==> config.mk <==
export PLATFORM = sky130hd
export DESIGN_NAME = hazard_ctrl
export DESIGN_NICKNAME = d
export VERILOG_FILES = /design/src/rtl/hazard_ctrl.sv
export SDC_FILE = /design/constraint.sdc
export NUM_CORES = 1
export LEC_CHECK = 0
export BUFFER_PORTS_ARGS = -buffer_cell sky130_fd_sc_hd__buf_4
export CAP_MARGIN = 10
export CORE_ASPECT_RATIO = 1.2
export CORE_MARGIN = 1.5
export CORE_UTILIZATION = 49
export DETAILED_ROUTE_END_ITERATION = 10
export GPL_ROUTABILITY_DRIVEN = 0
export GPL_TIMING_DRIVEN = 0
export PLACE_DENSITY_LB_ADDON = 0.08
export SLEW_MARGIN = 15
export SYNTH_ARGS = -nofsm -noshare
export SYNTH_HDL_FRONTEND = slang
export SYNTH_SLANG_ARGS = --single-unit
==> constraint.sdc <==
create_clock -name clk -period 2.45 [get_ports clk]
set_input_delay 0.49 -clock clk [delete_from_list [all_inputs] [get_ports clk]]
set_output_delay 0.49 -clock clk [all_outputs]
set_load 0.1 [all_outputs]
==> src/rtl/hazard_ctrl.sv <==
`default_nettype none
// ============================================================================
// Module   : hazard_ctrl
// Brief    : Pipeline hazard controller for the five-stage RISC-V core.
//            Produces stall/flush controls for the F/D/E/M stage registers and
//            operand-forwarding selects for the execute ALU. A three-state
//            FSM sequences boot flushing, load-use bubbles and data-memory
//            wait freezes, with a sticky memory-timeout watchdog.
//            Optional macro HAZARD_PERF_EN adds saturating stall/flush
//            performance counters (o_stall_cnt, o_flush_cnt).
// Revision : 1.0 - initial release
// ============================================================================
module hazard_ctrl #(
   parameter int BOOT_CYCLES = 2,
   parameter int MEM_TIMEOUT = 64
) (
   input  logic        clk,
   input  logic        reset,
   input  logic [4:0]  i_rs1_d,
   input  logic [4:0]  i_rs2_d,
   input  logic [4:0]  i_rs1_e,
   input  logic [4:0]  i_rs2_e,
   input  logic [4:0]  i_rd_e,
   input  logic        i_load_e,
   input  logic        i_pcsrc_e,
   input  logic [4:0]  i_rd_m,
   input  logic        i_regwrite_m,
   input  logic        i_memreq_m,
   input  logic        i_dmem_ready,
   input  logic [4:0]  i_rd_w,
   input  logic        i_regwrite_w,
   output logic        o_stall_f,
   output logic        o_stall_d,
   output logic        o_stall_e,
   output logic        o_stall_m,
   output logic        o_flush_d,
   output logic        o_flush_e,
   output logic [1:0]  o_fwd_a_e,
   output logic [1:0]  o_fwd_b_e,
   output logic        o_mem_err
`ifdef HAZARD_PERF_EN
   ,
   output logic [31:0] o_stall_cnt,
   output logic [31:0] o_flush_cnt
`endif
);

   // Boot counter runs 0 .. BOOT_CYCLES-1; a zero setting still gives one boot cycle.
   localparam int c_BOOT_W = (BOOT_CYCLES > 1) ? $clog2(BOOT_CYCLES) : 1;
   localparam logic [c_BOOT_W-1:0] c_BOOT_LAST =
      c_BOOT_W'((BOOT_CYCLES > 0) ? BOOT_CYCLES - 1 : 0);

   // Timeout counter saturates at MEM_TIMEOUT.
   localparam int c_TO_W = $clog2(MEM_TIMEOUT + 1);
   localparam logic [c_TO_W-1:0] c_TO_MAX = c_TO_W'(MEM_TIMEOUT);

   typedef enum logic [1:0] {
      S_BOOT     = 2'd0,
      S_RUN      = 2'd1,
      S_MEM_WAIT = 2'd2
   } state_t;

   state_t              r_state;
   state_t              w_state_nxt;
   logic [c_BOOT_W-1:0] r_boot_cnt;
   logic [c_TO_W-1:0]   r_to_cnt;
   logic [c_TO_W-1:0]   w_to_nxt;
   logic                r_mem_err;
   logic                w_load_use;
   logic                w_freeze;

   // Load-use: the load in E targets a source of the instruction in D (x0 excluded).
   assign w_load_use = i_load_e & (i_rd_e != 5'd0) &
                       ((i_rd_e == i_rs1_d) | (i_rd_e == i_rs2_d));

   // Pipeline is frozen while the memory stage waits on a not-ready data memory.
   assign w_freeze = ~i_dmem_ready &
                     ((r_state == S_MEM_WAIT) | ((r_state == S_RUN) & i_memreq_m));

   // Saturating increment of the not-ready counter while waiting.
   assign w_to_nxt = (r_to_cnt == c_TO_MAX) ? r_to_cnt : r_to_cnt + 1'b1;

   // State register, boot/timeout counters and sticky error flag.
   always_ff @(posedge clk or posedge reset) begin
      if (reset) begin
         r_state    <= S_BOOT;
         r_boot_cnt <= '0;
         r_to_cnt   <= '0;
         r_mem_err  <= 1'b0;
      end else begin
         r_state <= w_state_nxt;
         if ((r_state == S_BOOT) && (r_boot_cnt != c_BOOT_LAST)) begin
            r_boot_cnt <= r_boot_cnt + 1'b1;
         end
         if ((r_state == S_MEM_WAIT) && !i_dmem_ready) begin
            r_to_cnt <= w_to_nxt;
            if (w_to_nxt == c_TO_MAX) begin
               r_mem_err <= 1'b1;
            end
         end else begin
            r_to_cnt <= '0;
         end
      end
   end

   // Next-state and stall/flush controls from current state and inputs.
   always_comb begin
      w_state_nxt = r_state;
      o_stall_f   = 1'b0;
      o_stall_d   = 1'b0;
      o_stall_e   = 1'b0;
      o_stall_m   = 1'b0;
      o_flush_d   = 1'b0;
      o_flush_e   = 1'b0;
      case (r_state)
         S_BOOT: begin
            o_flush_d = 1'b1;
            o_flush_e = 1'b1;
            if (r_boot_cnt == c_BOOT_LAST) begin
               w_state_nxt = S_RUN;
            end
         end
         S_RUN, S_MEM_WAIT: begin
            if (w_freeze) begin
               // Freeze everything; a taken branch stays parked in E until release.
               o_stall_f   = 1'b1;
               o_stall_d   = 1'b1;
               o_stall_e   = 1'b1;
               o_stall_m   = 1'b1;
               w_state_nxt = S_MEM_WAIT;
            end else begin
               // The ready cycle of a wait advances the pipeline, so the held
               // branch or load-use hazard is resolved exactly as in RUN.
               w_state_nxt = S_RUN;
               if (i_pcsrc_e) begin
                  o_flush_d = 1'b1;
                  o_flush_e = 1'b1;
               end else if (w_load_use) begin
                  o_stall_f = 1'b1;
                  o_stall_d = 1'b1;
                  o_flush_e = 1'b1;
               end
            end
         end
         default: begin
            w_state_nxt = S_BOOT;
         end
      endcase
   end

   // Operand forwarding: memory stage wins over writeback, x0 never forwards.
   always_comb begin
      o_fwd_a_e = 2'b00;
      o_fwd_b_e = 2'b00;
      if (i_regwrite_m && (i_rd_m != 5'd0) && (i_rd_m == i_rs1_e)) begin
         o_fwd_a_e = 2'b10;
      end else if (i_regwrite_w && (i_rd_w != 5'd0) && (i_rd_w == i_rs1_e)) begin
         o_fwd_a_e = 2'b01;
      end
      if (i_regwrite_m && (i_rd_m != 5'd0) && (i_rd_m == i_rs2_e)) begin
         o_fwd_b_e = 2'b10;
      end else if (i_regwrite_w && (i_rd_w != 5'd0) && (i_rd_w == i_rs2_e)) begin
         o_fwd_b_e = 2'b01;
      end
   end

   assign o_mem_err = r_mem_err;

`ifdef HAZARD_PERF_EN
   logic [31:0] r_stall_cnt;
   logic [31:0] r_flush_cnt;

   // Saturating counts of stalled and flushed cycles once boot is over.
   always_ff @(posedge clk or posedge reset) begin
      if (reset) begin
         r_stall_cnt <= '0;
         r_flush_cnt <= '0;
      end else if (r_state != S_BOOT) begin
         if (o_stall_f && (r_stall_cnt != 32'hFFFF_FFFF)) begin
            r_stall_cnt <= r_stall_cnt + 32'd1;
         end
         if (o_flush_e && (r_flush_cnt != 32'hFFFF_FFFF)) begin
            r_flush_cnt <= r_flush_cnt + 32'd1;
         end
      end
   end

   assign o_stall_cnt = r_stall_cnt;
   assign o_flush_cnt = r_flush_cnt;
`endif

endmodule
`default_nettype wire
==> summary.txt, run 1 <==
Logic synthesis
  • Post-synth cell types: 39
  • Netlist Area Pre-Place: around 0.0011 mm^2
  • Cells after Synth: ~130
  • Avg Cell Area, Syn: between 8 and 9 um^2
  • Syn. warnings: 0
  • Register area share after synthesis: 0.247
  • Top cells by area, synth: dfrtp_1, xor2_1, xnor2_1, ha_1, or4_1
  • Post-synth top area cell: dfrtp_1
  • Syn_nets: ~180
  • Synth Register Bits: 11
  • Yosys top cell area share: 0.247

CTS
  • Hold buffer count at cts: 0
  • CTS Sinks: 11
  • Later-pin clock latency in the skew report: 280 ps
  • H-tree lvl count: 1
  • Clock-pin transition on the worst setup and hold timing paths: 80 ps
  • CTS tree: yes
  • CTS root buf: clkbuf_4
  • CTS buffer count: 3
  • Clk buf depth: 2

STA
  • Final worst path period share: 0.988
  • Worst clock skew: approximately 8 ps
  • Fin Hold WS: about 210 ps
  • RSZ-0062 raised after global routing: true
  • Slew Limit Headroom: 0.711
  • Setup-failing EPs final: 0
  • Actual slew at the worst max-slew pin: approximately 430 ps
  • Slew Viols, Final: 0
  • Minimum clock period: between 2000 and 2500 ps
  • Final Hold Fails: 0
  • F_max: around 410 MHz

Run
  • Max-Cap Viols: 0

GRT
  • Total GRT Usage: 0.244
  • GR Util met1: 0.269
  • Vias in the first global route: about 1.1k
  • Total congestion overflow: 0
  • Met2 usage: 0.444
  • Grt peak-use layer: met2
  • Grt met3 use: 0.0294
  • First-pass GRT wire length: 4720 um
  • Initial antenna violation count: 0
  • Pin count of the biggest net entering global routing: 12

Floorplan
  • Core box area: approximately 0.0021 mm^2
  • Die H: 55.3 um
  • Die area: 0.00257 mm^2
  • Row count: 18
  • Initial Util: 0.533
  • Die X: about 47 um
  • I/O pin count: 54

Drt
  • Via-per-instance ratio: approximately 5.3
  • Drt initial violations: 11
  • DR pass1 iterations: 4
  • WL/cell: between 15 and 20 um
  • ANT nets after route: 0
  • Via Count: 1137
  • Routed WL: 3240 um
  • DRC violations left: 0

Power
  • Lkg Pwr: roughly 0.81 nW
  • Pwr Density: 695 mW/mm^2
  • Tot Pwr: between 0.001 and 0.0015 W
  • Worst VDD drop: 809 uV

Cells and area
  • Inserted Diodes: 0
  • Commonest non-fill, non-tap cell in the layout: buf_4
  • Nets@finish: roughly 230
  • Fraction of layout cells with a size suffix above 1: 0.470
  • Area Overhead vs Synth: 58.0%
  • Most frequent cells in the layout: buf_4, xor2_1, dfrtp_1, xnor2_1, nor2_1

Outcome
  • Outcome: completed

Setup path
  • CP cell instances: inv_2 > ha_2 > a21oi_4 > nor2_2 > or3_4 > o21bai_4 > buf_12
  • Slowest-stage cell, CP: dfrtp_1
  • R2R depth: 5
  • Critical Path End Type: output pin
  • WP data required: between 1500 and 2000 ps
  • WP buf/inv: 2
  • Crit Path Class: reg2out
  • Reg2Reg Launch Point: r_to_cnt[1]
  • Crit-path leading delay family: simple AND/OR/NAND/NOR gates
  • Setup crit start kind: flop
  • Reg2reg end: o_mem_err
  • Crit path largest cell delay: between 400 and 500 ps
  • Crit path DAT: around 1900 ps
  • Worst-path maximum fanout: 3
  • Reg2reg setup slack: between 700 and 800 ps

Worst hold path
  • Hold Path Class: in2async

Placement
  • Port bufs: 53
  • Detailed placement HPWL: ~2400 um
[through the flow]
stage / utilization / cells / instance area [um^2] / setup TNS [ps] / worst slack, ps
4_1_cts: 0.815 / 213 / 1710 / 0 / 17.3
6_report: 0.842 / 213 / 1760 / 0 / 30.2
3_3_place_gp: 0.782 / 209 / 1640 / 0 / 2.31
5_1_grt: 0.842 / 213 / 1760 / -35.0 / -22.5
3_5_place_dp: 0.782 / 209 / 1640 / -20.8 / -20.4
2_1_floorplan: - / 126 / 1200 / -1830 / -569
[kinds of logic (layout without fill, tap and decap cells)]
kind of cell             after synthesis  after routing  share of synthesized area
AND/OR/NAND/NOR                       45             45                      0.244
XOR/XNOR                              36             36                      0.283
adder cells (fa/ha/maj)                6              6                     0.0673
flip-flops                            11             11                      0.247
buffers and inverters                 11             68                     0.0437
AO/OA/AOI/OAI                         17             17                      0.115
[worst max path at each step]
stage	depth (start not counted)	slack (ps)	from	endpoint
finish	7	30	r_state[1]	o_flush_e
CTS	7	20	r_state[0]	o_flush_e
global route	7	-20	r_state[1]	o_flush_e
global placement	6	2	i_rd_e[1]	o_flush_e
detailed placement	6	-20	i_rd_w[2]	o_fwd_a_e[0]
floorplan	5	-570	i_rd_e[3]	o_stall_f
[worst register-to-register path, stage by stage, from the launching register on]
cell     delay, ps
dfrtp_1        420
ha_1           250
or4bb_1        490
o211a_1        140
o21ai_1        140
a41o_1         180
[per-layer routing]
layer | vias to the layer above | wire length [um]
met2 | 41 | 1800
li1 | 550 | -
met3 | 8 | 151
met4 | 0 | 89
met5 | - | 0
met1 | 538 | 1200
[flip-flops by register name (all words and copies together) (netlist names)]
name        cells
r_to_cnt        7
o_mem_err       1
r_state         2
r_boot_cnt      1
[cells in the mapped netlist (all sizes together)]
master and n:
a21oi 2, a22o 1, a22oi 1, a41o 1
and2 1, and2b 1, and3 3, buf 2
dfrtp 11, ha 6, inv 9, nand2 5
nand2b 3, nand3 5, nand4 1, nor2 9
nor3 2, nor4 4, o211a 1, o21ai 5
o21ba 1, o21bai 1, o311a 1, o31ai 1
o32ai 1, o41ai 1, or2 3, or3 1
or4 6, or4bb 1, xnor2 10, xor2 26
[timing repair]
item                       4_1_cts  5_1_grt
pin swaps                        1        3
resized for setup               10       12
setup buffers                    0        0
setup endpoints to repair        4        4
[power by group]
| group | switching (W) | leakage, nW | internal (W) |
|---|---|---|---|
| clock | 0.0000651 | 0.0150 | 0.0000632 |
| sequential | 0.0000184 | 0.145 | 0.000195 |
| combinational | 0.000557 | 0.652 | 0.000328 |
| total | 0.000640 | 0.812 | 0.000586 |
[cell type report]
cell class	count	area, um^2
repair buffers	53	422
inverters	9	33.8
clock buffers	4	26.3
multi-input cells	104	950
well taps	30	37.5
fillers	116	332
flip-flops and latches	11	275
plain buffers	2	18.8
No activity file was read; power rests on OpenSTA's default activity.
==> run 2, diff against run 1 <==
==> config.mk (replaced) <==
export PLATFORM = sky130hd
export DESIGN_NAME = hazard_ctrl
export DESIGN_NICKNAME = d
export VERILOG_FILES = /design/src/rtl/hazard_ctrl.sv
export SDC_FILE = /design/constraint.sdc
export NUM_CORES = 1
export LEC_CHECK = 0
export CAP_MARGIN = 10
export CORE_ASPECT_RATIO = 1.2
export CORE_MARGIN = 1.5
export CORE_UTILIZATION = 55
export DETAILED_ROUTE_END_ITERATION = 10
export DONT_BUFFER_PORTS = 1
export GPL_ROUTABILITY_DRIVEN = 0
export GPL_TIMING_DRIVEN = 0
export PLACE_DENSITY = 0.81
export SLEW_MARGIN = 15
export SYNTH_ARGS = -nofsm -noshare
export SYNTH_HDL_FRONTEND = slang
export SYNTH_SLANG_ARGS = --single-unit
==> constraint.sdc (replaced) <==
create_clock -name clk -period 2.45 [get_ports clk]
set_input_delay 0.49 -clock clk [delete_from_list [all_inputs] [get_ports clk]]
set_output_delay 0.49 -clock clk [all_outputs]
set_load 0.01 [all_outputs]
==> summary.txt, run 2 (same netlist as run 1, synthesis figures left out) <==
Cells and area
  • Fill cells: 163 (+41%)
  • Multi-input gate area: 803 um^2 (-15%)
  • Biggest register: r_to_cnt
  • Max reg flops: 7 (unchanged)
  • Register area: 275 um^2 (unchanged)
  • Most frequent cells in the layout: xor2_1, dfrtp_1, xnor2_1, nor2_1, inv_1
  • Area Overhead vs Synth: 5.49%
  • Fraction of layout cells with a size suffix above 1: 0.131 (-0.339)
  • Biggest regs: r_to_cnt x7, r_state x2
  • Commonest non-fill, non-tap cell in the layout: xor2_1
  • Nets@finish: 180 (-23%)
  • Inserted Diodes: 0 (unchanged)

STA
  • Final Hold Fails: 0 (unchanged)
  • Setup_tns: 0 ps (unchanged)
  • Setup-failing EPs final: 0 (unchanged)
  • Fin Hold WS: 102 ps (-113 ps)
  • Final worst path period share: 0.940 (-0.0481)
  • RSZ-0062 raised after global routing: false
  • F_max: 434 MHz (+5.1%)
  • Slew Limit Headroom: 0.499 (-0.212)
  • Worst clock skew: 0.401 ps (-7.59 ps)
  • Minimum clock period: 2300 ps (-118 ps)
  • Slew Viols, Final: 0 (unchanged)
  • Actual slew at the worst max-slew pin: 745 ps (+312 ps)

Power
  • Internal power: 0.000380 W (-35%)
  • P_sw: 0.000208 W (-67%)
  • Pwr Density: 500 mW/mm^2 (-28%)
  • Comb pwr share: 0.444 (-0.277)
  • Net Sw Frac: 0.354 (-0.168)
  • Seq pwr share: 0.355 (+0.181)
  • Lkg Pwr: 0.518 nW (-36%)
  • Tot Pwr: 0.000588 W (-52%)
  • Worst VDD drop: 429 uV (-47%)
  • Clock power frac: 0.200 (+0.095)

CTS
  • H-tree lvl count: 1 (unchanged)
  • Clock-pin transition on the worst setup and hold timing paths: 70 ps (about the same)
  • Postcts setup bufs: 0 (unchanged)
  • Later-pin clock latency in the skew report: 250 ps (-30 ps)
  • CTS root buf: clkbuf_4
  • CTS Sinks: 11 (unchanged)
  • Post-CTS sizing: 1 (-9)
  • CTS buffer count: 3 (unchanged)
  • CTS tree: yes
  • Clk buf depth: 2 (unchanged)
  • Hold buffer count at cts: 0 (unchanged)

Floorplan
  • Die X: 44.1 um (-5.3%)
  • Die H: 52.3 um (-5.3%)
  • Row count: 17 (-1)
  • Die area: 0.00231 mm^2 (-10%)
  • Core box area: 0.00187 mm^2 (-11%)
  • I/O pin count: 54 (unchanged)
  • Initial Util: 0.596 (+0.0634)

Placement
  • Detailed placement HPWL: 1850 um (-24%)
  • Port bufs: 0 (-100%)

Drt
  • Via Count: 889 (-22%)
  • Via-per-instance ratio: 5.97 (+12%)
  • ANT nets after route: 0 (unchanged)
  • Drt initial violations: 5 (-6)
  • Routed WL: 2130 um (-34%)
  • WL/cell: 14.3 um (-6.2%)
  • DRC violations left: 0 (unchanged)
  • DR pass1 iterations: 2 (-2)

GRT
  • Total congestion overflow: 0 (unchanged)
  • Vias in the first global route: 863 (-24%)
  • First-pass GRT wire length: 3320 um (-30%)
  • Initial antenna violation count: 0 (unchanged)
  • Total GRT Usage: 0.188 (-0.0560)
  • Pin count of the biggest net entering global routing: 12 (unchanged)

Worst hold path
  • Hold Path Class: in2async

Run
  • Max-Cap Viols: 0 (unchanged)

Setup path
  • Reg2Reg Launch Point: r_to_cnt[0]
  • Critical Path End Type: output pin
  • Worst setup startpoint: r_state[0]
  • Crit Path Class: reg2out
  • WP data required: 1960 ps (about the same)
  • Worst-path maximum fanout: 4 (+1)
  • Crit path DAT: 1810 ps (-120 ps)
  • Setup crit start kind: flop

Outcome
  • Outcome: completed
## run 2: changes by cell type in the layout (fill, tap and decap cells not counted), sizes merged
cell	delta
buf	-53
## run 2: per-layer routing
metal | vias to the layer above | GRT usage | wire length (um)
li1 | 444 | - | -
met1 | 408 | 0.187 | 783
met2 | 35 | 0.382 | 1210
met3 | 2 | 0.0379 | 109
met4 | 0 | 0.0455 | 22
met5 | - | 0 | 0
## run 2: layout make-up
| class | count | share of cell area |
|---|---|---|
| inverters | 9 | 0.0287 |
| flip-flops and latches | 11 | 0.234 |
| plain buffers | 2 | 0.0128 |
| clock buffers | 4 | 0.0223 |
| well taps | 19 | 0.0202 |
| multi-input cells | 104 | 0.682 |
## run 2: worst paths after layout
kind	endpoint	slack (ps)	cells after the start
worst min-delay path	o_mem_err	100	1
max in group asynchronous	r_to_cnt[2]	2070	1
worst min register to register	r_boot_cnt	510	1
worst max register to register	o_mem_err	760	5
worst max-delay path	o_stall_f	150	5
min in group clk	r_to_cnt[1]	470	2
## run 2: power by group through the flow
stage	logic [W]	clock network, W	registers (W)
floorplan	0.000218	0	0.000209
global placement	0.000242	0	0.000212
detailed placement	0.000248	0	0.000213
CTS	0.000254	0.000121	0.000209
global route	0.000291	0.000128	0.000212
finish	0.000261	0.000118	0.000209
## run 2: critical path: stages, from the launching register on
cell,delay (ps)
dfrtp_1,400
inv_1,80
ha_1,320
inv_1,60
o41ai_2,500
buf_4,200
## run 2: through the flow
step	utilization	area (um^2)	instances	worst slack, ps
final	0.629	1180	149	148
after detailed placement	0.609	1140	145	97.4
after CTS	0.627	1170	149	131
after floorplan	-	1120	126	235
after global placement	0.609	1140	145	135
after global routing	0.629	1180	149	30.9
